## config.mk

```make
export PLATFORM = sky130hd
export DESIGN_NAME = os_tx_scheduler
export DESIGN_NICKNAME = d
export VERILOG_FILES = /design/src/rtl/ozdefs.sv /design/src/rtl/os_tx_scheduler_skp.sv /design/src/rtl/os_tx_scheduler.sv
export SDC_FILE = /design/constraint.sdc
export NUM_CORES = 1
export LEC_CHECK = 0
export ABC_AREA = 1
export ABC_CLOCK_PERIOD_IN_PS = 5680
export CORE_AREA = 2 2 119 121
export DETAILED_ROUTE_END_ITERATION = 8
export DIE_AREA = 0 0 121 123
export PLACE_DENSITY = 0.76
export SETUP_SLACK_MARGIN = 0.3
export SYNTH_ARGS = -nofsm -noshare
export SYNTH_HDL_FRONTEND = slang
export SYNTH_SLANG_ARGS = --single-unit
```

## constraint.sdc

```tcl
create_clock -name clk -period 5.68 [get_ports clk]
set_input_delay 1.136 -clock clk [delete_from_list [all_inputs] [get_ports clk]]
set_output_delay 1.136 -clock clk [all_outputs]
set_load 0.05 [all_outputs]
```

## src/rtl/ozdefs.sv

```systemverilog
// Shared lane definitions: ordered-set symbol codes, set selector and scheduler states.
// The symbol macros are also visible to any file compiled after this one.
`ifndef OZDEFS_SV
`define OZDEFS_SV
`define COM   8'hBC
`define SKP   8'h1C
`define PAD   8'hF7
`define TS1ID 8'h4A
`define TS2ID 8'h45
`endif

package ozdefs;

  typedef enum logic [1:0] {
    NONE = 2'd0,
    TS1  = 2'd1,
    TS2  = 2'd2,
    SKP  = 2'd3
  } os_sel_t;

  typedef enum logic [1:0] {
    ST_OFF  = 2'd0,
    ST_IDLE = 2'd1,
    ST_OS   = 2'd2
  } tx_sched_state_t;

  typedef struct packed {
    logic [7:0] linkn;
    logic [7:0] lanen;
    logic [7:0] nfts;
    logic [7:0] dri;
    logic [7:0] tc;
  } ts_fields_t;

  // Returns {txdatak, txdata} for symbol ptr of the given ordered set.
  function automatic logic [8:0] os_symbol(os_sel_t os, logic [3:0] ptr, ts_fields_t f);
    logic [8:0] sym;
    if (ptr == 4'd0) begin
      sym = {1'b1, `COM};
    end else if (os == SKP) begin
      sym = {1'b1, `SKP};
    end else begin
      case (ptr)
        4'd1:    sym = {(f.linkn == `PAD), f.linkn};
        4'd2:    sym = {(f.lanen == `PAD), f.lanen};
        4'd3:    sym = {1'b0, f.nfts};
        4'd4:    sym = {1'b0, f.dri};
        4'd5:    sym = {1'b0, f.tc};
        default: sym = {1'b0, (os == TS2) ? `TS2ID : `TS1ID};
      endcase
    end
    return sym;
  endfunction

endpackage

```

## src/rtl/os_tx_scheduler_skp.sv

```systemverilog
// SKP interval timer: raises pending once every SKP_INTERVAL running cycles,
// holding a single outstanding request until the scheduler takes it.
module skp_interval_timer #(
  parameter int SKP_INTERVAL = 1180
) (
  input  logic clk,
  input  logic reset_n,
  input  logic run,
  input  logic clr,
  input  logic take,
  output logic pending
);

  localparam logic [15:0] LAST = 16'(SKP_INTERVAL - 1);

  logic [15:0] count_q, count_d;
  logic        pending_q, pending_d;
  logic        expire;

  // A fresh expiry wins over a take in the same cycle; repeated expiries never stack.
  always_comb begin
    expire    = run && (count_q == LAST);
    count_d   = count_q;
    pending_d = expire | (pending_q & ~take);
    if (clr) begin
      count_d   = '0;
      pending_d = 1'b0;
    end else if (run) begin
      count_d = expire ? 16'd0 : count_q + 16'd1;
    end
  end

  always_ff @(posedge clk or negedge reset_n) begin
    if (!reset_n) begin
      count_q   <= '0;
      pending_q <= 1'b0;
    end else begin
      count_q   <= count_d;
      pending_q <= pending_d;
    end
  end

  assign pending = pending_q;

endmodule

```

## src/rtl/os_tx_scheduler.sv

```systemverilog
// Transmit ordered-set scheduler: arbitrates TS1/TS2/SKP/idle onto one 8-bit lane,
// switching only on set boundaries, with a field shadow and saturating sent-counters.
module os_tx_scheduler
  import ozdefs::*;
#(
  parameter int SKP_INTERVAL = 1180,
  parameter int TS_LEN       = 16
) (
  input  logic        clk,
  input  logic        reset_n,
  input  logic        tx_enable,
  input  logic        req_ts1,
  input  logic        req_ts2,
  input  logic [7:0]  ts_linkn,
  input  logic [7:0]  ts_lanen,
  input  logic [7:0]  ts_nfts,
  input  logic [7:0]  ts_dri,
  input  logic [7:0]  ts_tc,
  input  logic        ctr_clr,
  output logic [7:0]  txdata,
  output logic        txdatak,
  output logic        en_n,
  output logic        os_start,
  output logic        os_done,
  output logic [1:0]  cur_os,
  output logic [15:0] ts1_sent_ctr,
  output logic [15:0] ts2_sent_ctr,
  output logic        skp_pending
);

  localparam logic [3:0] TS_LAST  = 4'(TS_LEN - 1);
  localparam logic [3:0] SKP_LAST = 4'd3;

  tx_sched_state_t state_q;
  os_sel_t         os_q, winner;
  ts_fields_t      fields_q, fields_d;
  logic [3:0]      sym_ptr_q, next_ptr, last_ptr;
  logic [7:0]      txdata_q;
  logic            txdatak_q, en_n_q, os_start_q, os_done_q;
  logic [15:0]     ts1_ctr_q, ts2_ctr_q;
  logic            pending, at_end, arb_cycle, take_skp;
  logic [8:0]      next_sym;

  skp_interval_timer #(.SKP_INTERVAL(SKP_INTERVAL)) u_skp_timer (
    .clk     (clk),
    .reset_n (reset_n),
    .run     (~en_n_q),
    .clr     (state_q == ST_OFF),
    .take    (take_skp),
    .pending (pending)
  );

  // Arbitration happens every idle cycle and on the last symbol of a set.
  always_comb begin
    last_ptr  = (os_q == SKP) ? SKP_LAST : TS_LAST;
    next_ptr  = sym_ptr_q + 4'd1;
    at_end    = (state_q == ST_OS) && (sym_ptr_q == last_ptr);
    arb_cycle = (state_q == ST_IDLE) || at_end;
    winner    = NONE;
    if (pending)      winner = SKP;
    else if (req_ts2) winner = TS2;
    else if (req_ts1) winner = TS1;
    take_skp  = arb_cycle && tx_enable && pending;
    fields_d  = {ts_linkn, ts_lanen, ts_nfts, ts_dri, ts_tc};
    next_sym  = os_symbol(os_q, next_ptr, fields_q);
  end

  always_ff @(posedge clk or negedge reset_n) begin
    if (!reset_n) begin
      state_q    <= ST_OFF;
      os_q       <= NONE;
      fields_q   <= '0;
      sym_ptr_q  <= '0;
      txdata_q   <= '0;
      txdatak_q  <= 1'b0;
      en_n_q     <= 1'b1;
      os_start_q <= 1'b0;
      os_done_q  <= 1'b0;
      ts1_ctr_q  <= '0;
      ts2_ctr_q  <= '0;
    end else begin
      os_start_q <= 1'b0;
      os_done_q  <= 1'b0;
      case (state_q)
        ST_OFF: begin
          if (tx_enable) begin
            state_q <= ST_IDLE;
            en_n_q  <= 1'b0;
          end
        end
        default: begin
          if ((state_q == ST_OS) && !at_end) begin
            sym_ptr_q              <= next_ptr;
            {txdatak_q, txdata_q}  <= next_sym;
            os_done_q              <= (next_ptr == last_ptr);
          end else if (!tx_enable) begin
            state_q   <= ST_OFF;
            os_q      <= NONE;
            sym_ptr_q <= '0;
            txdata_q  <= '0;
            txdatak_q <= 1'b0;
            en_n_q    <= 1'b1;
          end else if (winner != NONE) begin
            state_q               <= ST_OS;
            os_q                  <= winner;
            fields_q              <= fields_d;
            sym_ptr_q             <= '0;
            {txdatak_q, txdata_q} <= {1'b1, `COM};
            os_start_q            <= 1'b1;
          end else begin
            state_q   <= ST_IDLE;
            os_q      <= NONE;
            sym_ptr_q <= '0;
            txdata_q  <= '0;
            txdatak_q <= 1'b0;
          end
        end
      endcase

      // Clear has priority over the completion of a set in the same cycle.
      if (ctr_clr) begin
        ts1_ctr_q <= '0;
        ts2_ctr_q <= '0;
      end else if (os_done_q) begin
        if ((os_q == TS1) && (ts1_ctr_q != 16'hFFFF)) ts1_ctr_q <= ts1_ctr_q + 16'd1;
        if ((os_q == TS2) && (ts2_ctr_q != 16'hFFFF)) ts2_ctr_q <= ts2_ctr_q + 16'd1;
      end
    end
  end

  assign txdata       = txdata_q;
  assign txdatak      = txdatak_q;
  assign en_n         = en_n_q;
  assign os_start     = os_start_q;
  assign os_done      = os_done_q;
  assign cur_os       = os_q;
  assign ts1_sent_ctr = ts1_ctr_q;
  assign ts2_sent_ctr = ts2_ctr_q;
  assign skp_pending  = pending;

endmodule

```

==> results.json, run 1 <==
{
  "instances_no_fill": 1029,
  "grt_max_degree": 72,
  "grt_pass1_vias": 4970,
  "max_freq_mhz": 337.8,
  "r2r_end": "fields_q[15]",
  "syn_area_um2": 5827,
  "min_period_ps": 2961,
  "fin_crit_sh_pct": 52.12,
  "drive_above_1_share_pct": 5.536,
  "grt_pass1_wl_mm": 23.27,
  "arrival_ps": 3210,
  "tritoncts": "built",
  "post_cts_buffers": 0,
  "dr.pass1.iters": 5,
  "root_buffer": "clkbuf_16",
  "finalSetupViolCount": 0,
  "dieHeight_um": 123,
  "hold_viol": 0,
  "drt-total-wl_mm": 13.86,
  "syn_to_final_growth_pct": 23.04,
  "fin_area_um2": 7169,
  "p_sw_share_pct": 41.83,
  "synthArstFlopShare_pct": 100.0,
  "synth_seq_cells": 109,
  "pre_cts_ws_ps": 2348,
  "ant_nets": 0,
  "syn_inst": 760,
  "clkSinkCount": 109,
  "setup_ws_ps": 2719,
  "core_um2": 13610,
  "io-pin-count": 93,
  "ys.flop_type": "dfrtp_1",
  "synth_top_cell_by_area": "dfrtp_1",
  "r2r_start": "cur_os[0]",
  "r2r_setup_slack_ps": 3090,
  "drc_errors": 0,
  "hp-start": "fields_q[7]",
  "antenna_found_initial": 0,
  "synth_top_area_share_pct": 46.38,
  "cts_resized": 0,
  "max_slew_margin_pct": 40.78,
  "grtUsageTotal_pct": 19.57,
  "outcome": "finished clean",
  "drt_iter0_drc": 451,
  "numCtsBuffers": 9,
  "path_max_fanout": 49,
  "synth_nets": 814,
  "hpwl_mm": 10.00,
  "worst_pin_slew_ps": 888.3,
  "startpoint": "req_ts2",
  "rows": 43,
  "synth_edf_count": 0,
  "synth.most_common_cell": "nand2_1",
  "clock_latency_ps": 350,
  "reg2reg_depth": 11,
  "rsz0062_at_grt": "false",
  "p_per_area_nw_per_um2": 415.8,
  "routedWlPerCell_um": 13.47,
  "maxCapViolCount": 0,
  "synth_area_leaders": "dfrtp_1 46%, nand2_1 17%, inv_1 4.8%, nand3_1 4.3%, nor2_1 3.5%",
  "p_leak_uw": 0.003284,
  "nets": 899,
  "dpl_cell_area_um2": 6869,
  "tns_ps": 0,
  "seqPwrFrac_pct": 37.9,
  "placed_cells": 1014,
  "diodes": 0,
  "hold_path_class": "reg2reg",
  "cp-endpoint": "txdata[4]",
  "ys_types": 43,
  "grt-ovfl-total": 0,
  "viasPerCell": 5.059,
  "die_w_um": 121,
  "cts.clk_slew.worst_paths_ps": 70,
  "path_class": "in2reg",
  "p_int_uw": 1734,
  "gp_congestion": 0.8826,
  "start_util_pct": 42.81,
  "syn_area_per_cell_um2": 7.667,
  "p_clk_share_pct": 21.6,
  "vdd_drop_max_v": 0.0002026,
  "cts_htree_levels": 3,
  "num_vias": 5206,
  "cts_buffer_depth": 2,
  "die_area_um2": 14880,
  "fin_skew_ps": 4.308,
  "p_switching_uw": 1247,
  "slew_violations": 0,
  "hold_buffers": 0,
  "worstSetupStartpointType": "primary input",
  "p_comb_share_pct": 40.5,
  "cp.required_ps": 5930,
  "synth_warnings": 0,
  "seq_area_frac_synth_pct": 46.83,
  "io_buffers": 92,
  "total_power_uw": 2981,
  "synth_common_cells": "262 x nand2_1, 108 x dfrtp_1, 75 x inv_1, 54 x nor2_1, 50 x nand3_1",
  "endpoint_kind": "flip-flop"
}
## power by group through the flow
stage                     Sequential (uW)  Combinational, uW  Clock, uW
after floorplan                      1250                743          0
after global placement               1140               1180          0
after detailed placement             1140               1200          0
after CTS                            1130               1210        658
after global routing                 1150               1380        684
final                                1130               1210        643
## final cells by class
cell class / count / area [um2]
clock buffers: 11 / 252.7
multi-input cells: 550 / 2678
inverters: 81 / 304.0
well taps: 180 / 225.2
fillers: 1323 / 6442
repair buffers: 94 / 933.4
clock inverters: 4 / 47.55
flip-flops and latches: 109 / 2729
## layout by cell type (no fill, tap or decap), types with 3 or more instances in the layout
cell type	netlist	final
o21ai_1	8	8
o31ai_1	7	7
ha_1	8	8
nor2_1	54	54
buf_4	0	3
clkdlybuf4s50_1	0	91
o21ai_0	38	38
nand4_1	25	25
a21oi_1	19	19
o22ai_1	6	6
clkbuf_16	0	9
nand2_1	262	262
inv_2	5	5
inv_1	75	75
nor3_1	17	17
xor2_1	18	18
nor2_2	5	5
nand3_1	50	50
dfrtp_1	108	108
nand2_2	6	6
## flip-flops by register name (all words and copies together), names as in the netlist
| name | cells |
|---|---|
| cur_os | 2 |
| en_n | 1 |
| fields_q | 40 |
| os_done | 1 |
| os_start | 1 |
| state_q | 2 |
| sym_ptr_q | 4 |
| ts1_sent_ctr | 16 |
| ts2_sent_ctr | 16 |
| txdata | 8 |
| txdatak | 1 |
| u_skp_timer.count_q | 16 |
| u_skp_timer.pending | 1 |
## metrics by stage
stage	utilization [%]	hold WS [ps]
finish	52.67	476.9
global route	52.67	491.7
CTS	52.67	476.3
detailed placement	50.46	459.4
global placement	50.46	454.1
floorplan	-	442.2
## per-layer routing
metal / wire length, um / GRT usage, % / up-vias
met3: 794 / 5.028 / 17
met1: 6639 / 26.76 / 2405
met4: 167 / 5.451 / 0
li1: - / - / 2625
met5: 0 / 0 / -
met2: 6263 / 30.93 / 159
## worst max-delay path: stages
cell	delay, ps
clkdlybuf4s50_1	440
nor3_1	450
nor3_4	70
buf_4	290
inv_2	540
nand2_1	100
inv_1	80
nand2_1	50
## how the worst min path moves through the flow
stage	to	cells after the start	slack [ps]
after floorplan	fields_q[17]	2	440
after global placement	fields_q[7]	2	450
after detailed placement	fields_q[16]	2	460
after CTS	fields_q[16]	2	480
after global routing	fields_q[23]	2	490
final	fields_q[7]	2	480
## logic make-up after synthesis
logic type | after synthesis | synth area share [%]
flops | 109 | 46.83
compound gates | 89 | 8.869
fa+ha+maj | 8 | 1.718
simple gates | 432 | 32.08
xor+xnor | 21 | 3.285
buf+inv | 101 | 7.215
No activity file was read; power rests on OpenSTA's default activity.
==> run 2, diff against run 1 <==
ABC_CLOCK_PERIOD_IN_PS = 2500   (was 5680)
PLACE_DENSITY = 0.79   (was 0.76)
clock period = 2.5 ns   (was 5.68 ns; I/O delays follow)
==> run 2 against run 1 <==
Net effect:
- die area did not move
- critical path depth fell by 7
- flip-flop and latch count did not move
- power rose by 130%
- global-route usage rose by 0.13 points
- worst setup slack got worse by 2400 ps
- wire length rose by 0.43%
- critical endpoint is now ts1_sent_ctr[2]
- largest cell class unchanged
==> results.json, run 2 (same netlist as run 1, synthesis figures left out) <==
{
  "outcome": "finished clean",
  "syn_to_final_growth_pct": 26.07,
  "gp_congestion": 0.8921,
  "ant_nets": 0,
  "finalSetupViolCount": 0,
  "multi_input_area_um2": 2699,
  "root_buffer": "clkbuf_16",
  "p_leak_uw": 0.003458,
  "setup_ws_ps": 349.9,
  "maxCapViolCount": 0,
  "worst_pin_slew_ps": 556.8,
  "clkSinkCount": 109,
  "diodes": 0,
  "rsz0062_at_grt": "true",
  "die_area_um2": 14880,
  "tritoncts": "built",
  "max_freq_mhz": 465.1,
  "grt_pass1_vias": 4946,
  "die_w_um": 121,
  "core_um2": 13610,
  "path_class": "reg2out",
  "cp_slowest_cell": "clkdlybuf4s50_1",
  "dieHeight_um": 123,
  "dpl_cell_area_um2": 6962,
  "cts_htree_levels": 3,
  "area.sequential_um2": 2731,
  "top_register": "fields_q",
  "numCtsBuffers": 9,
  "min_period_ps": 2150,
  "fin_skew_ps": 7.686,
  "drc_errors": 0,
  "hold_path_class": "in2async",
  "num_vias": 5233,
  "path_buf_inv": 1,
  "dr.pass1.iters": 5,
  "max_stage_delay_ps": 850,
  "p_per_area_nw_per_um2": 949.0,
  "path_max_fanout": 6,
  "layout_commonest_cell": "nand2_1",
  "max_slew_margin_pct": 62.76,
  "vdd_drop_max_v": 0.0005001,
  "pre_cts_ws_ps": 281.1,
  "start_util_pct": 42.81,
  "drt_iter0_drc": 388,
  "hold_viol": 0,
  "grt_max_degree": 49,
  "arrival_ps": 1650,
  "fillerInstances": 1300,
  "worstPathCellList": "clkdlybuf4s50_1",
  "grtUsageTotal_pct": 19.70,
  "hold_buffers": 0,
  "cts_buffer_depth": 2,
  "final_cell_mix": "261 x nand2_1, 106 x dfrtp_1, 85 x clkdlybuf4s50_1",
  "nets": 910,
  "clock_latency_ps": 350,
  "hpwl_mm": 10.25,
  "worstSetupStartpointType": "flip-flop",
  "cts.clk_slew.worst_paths_ps": 70,
  "antenna_found_initial": 0,
  "largest_reg_flops": 40,
  "drt-total-wl_mm": 13.92,
  "io_buffers": 92,
  "fin_area_um2": 7346,
  "crit_family": "buffers and inverters",
  "tns_ps": 0,
  "rows": 43,
  "endpoint_kind": "output port",
  "final_core_util_pct": 53.97,
  "fin_crit_sh_pct": 86.00,
  "viasPerCell": 5.027,
  "routedWlPerCell_um": 13.38,
  "drive_above_1_share_pct": 7.317,
  "cp.required_ps": 2000,
  "grt-ovfl-total": 0,
  "slew_violations": 0,
  "io-pin-count": 93,
  "grt_pass1_wl_mm": 23.53
}
[run 2: per-layer routing]
layer  vias up  share of wire [%]  track usage, %
li1       2654                  -               -
met5         -                  0               0
met2       157                 46           31.60
met3         8                5.4           3.828
met1      2414                 47           27.44
met4         0               0.98           5.233
[run 2: area by class of cell]
class | instances | area share (%)
sequential | 109 | 37.18
timing repair buffer | 105 | 14.43
inverter | 81 | 4.139
multi-input combinational | 550 | 36.74
clock inverter | 4 | 0.9538
tap | 180 | 3.066
clock buffer | 12 | 3.492
[run 2: worst paths after layout]
path / startpoint / endpoint / slack [ps] / cells after the start
worst min-delay path: reset_n / ts1_sent_ctr[12] / 130 / 1
max in group asynchronous: reset_n / fields_q[22] / 1660 / 2
worst max-delay path: ts1_sent_ctr[2] / ts1_sent_ctr[2] / 350 / 1
worst min register to register: fields_q[2] / fields_q[2] / 470 / 2
worst max register to register: sym_ptr_q[0] / txdata[5] / 420 / 11
min in group clk: fields_q[2] / fields_q[2] / 470 / 2
[run 2: per-stage QoR]
| step | total power, uW | hold slack (ps) | cells |
|---|---|---|---|
| 4_1_cts | 6970 | 149.0 | 1039 |
| 3_5_place_dp | 5374 | 458.6 | 1023 |
| 6_report | 6971 | 134.6 | 1041 |
| 3_3_place_gp | 5324 | 457.8 | 1023 |
| 5_1_grt | 7490 | 178.4 | 1041 |
| 2_1_floorplan | 4528 | 204.4 | 760 |
[run 2: what timing repair did]
action	in CTS	in global routing
pin swaps	0	1
setup buffers	0	2
endpoints found under the setup margin	9	57
gates cloned	0	0
gates resized for setup	2	13
[run 2: report_power, final]
group          total, uW  leakage, uW  switching, uW  internal [uW]
Combinational       2840      0.00187           1890            953
Clock               1560     0.000163            626            930
Sequential          2570      0.00143            329           2240
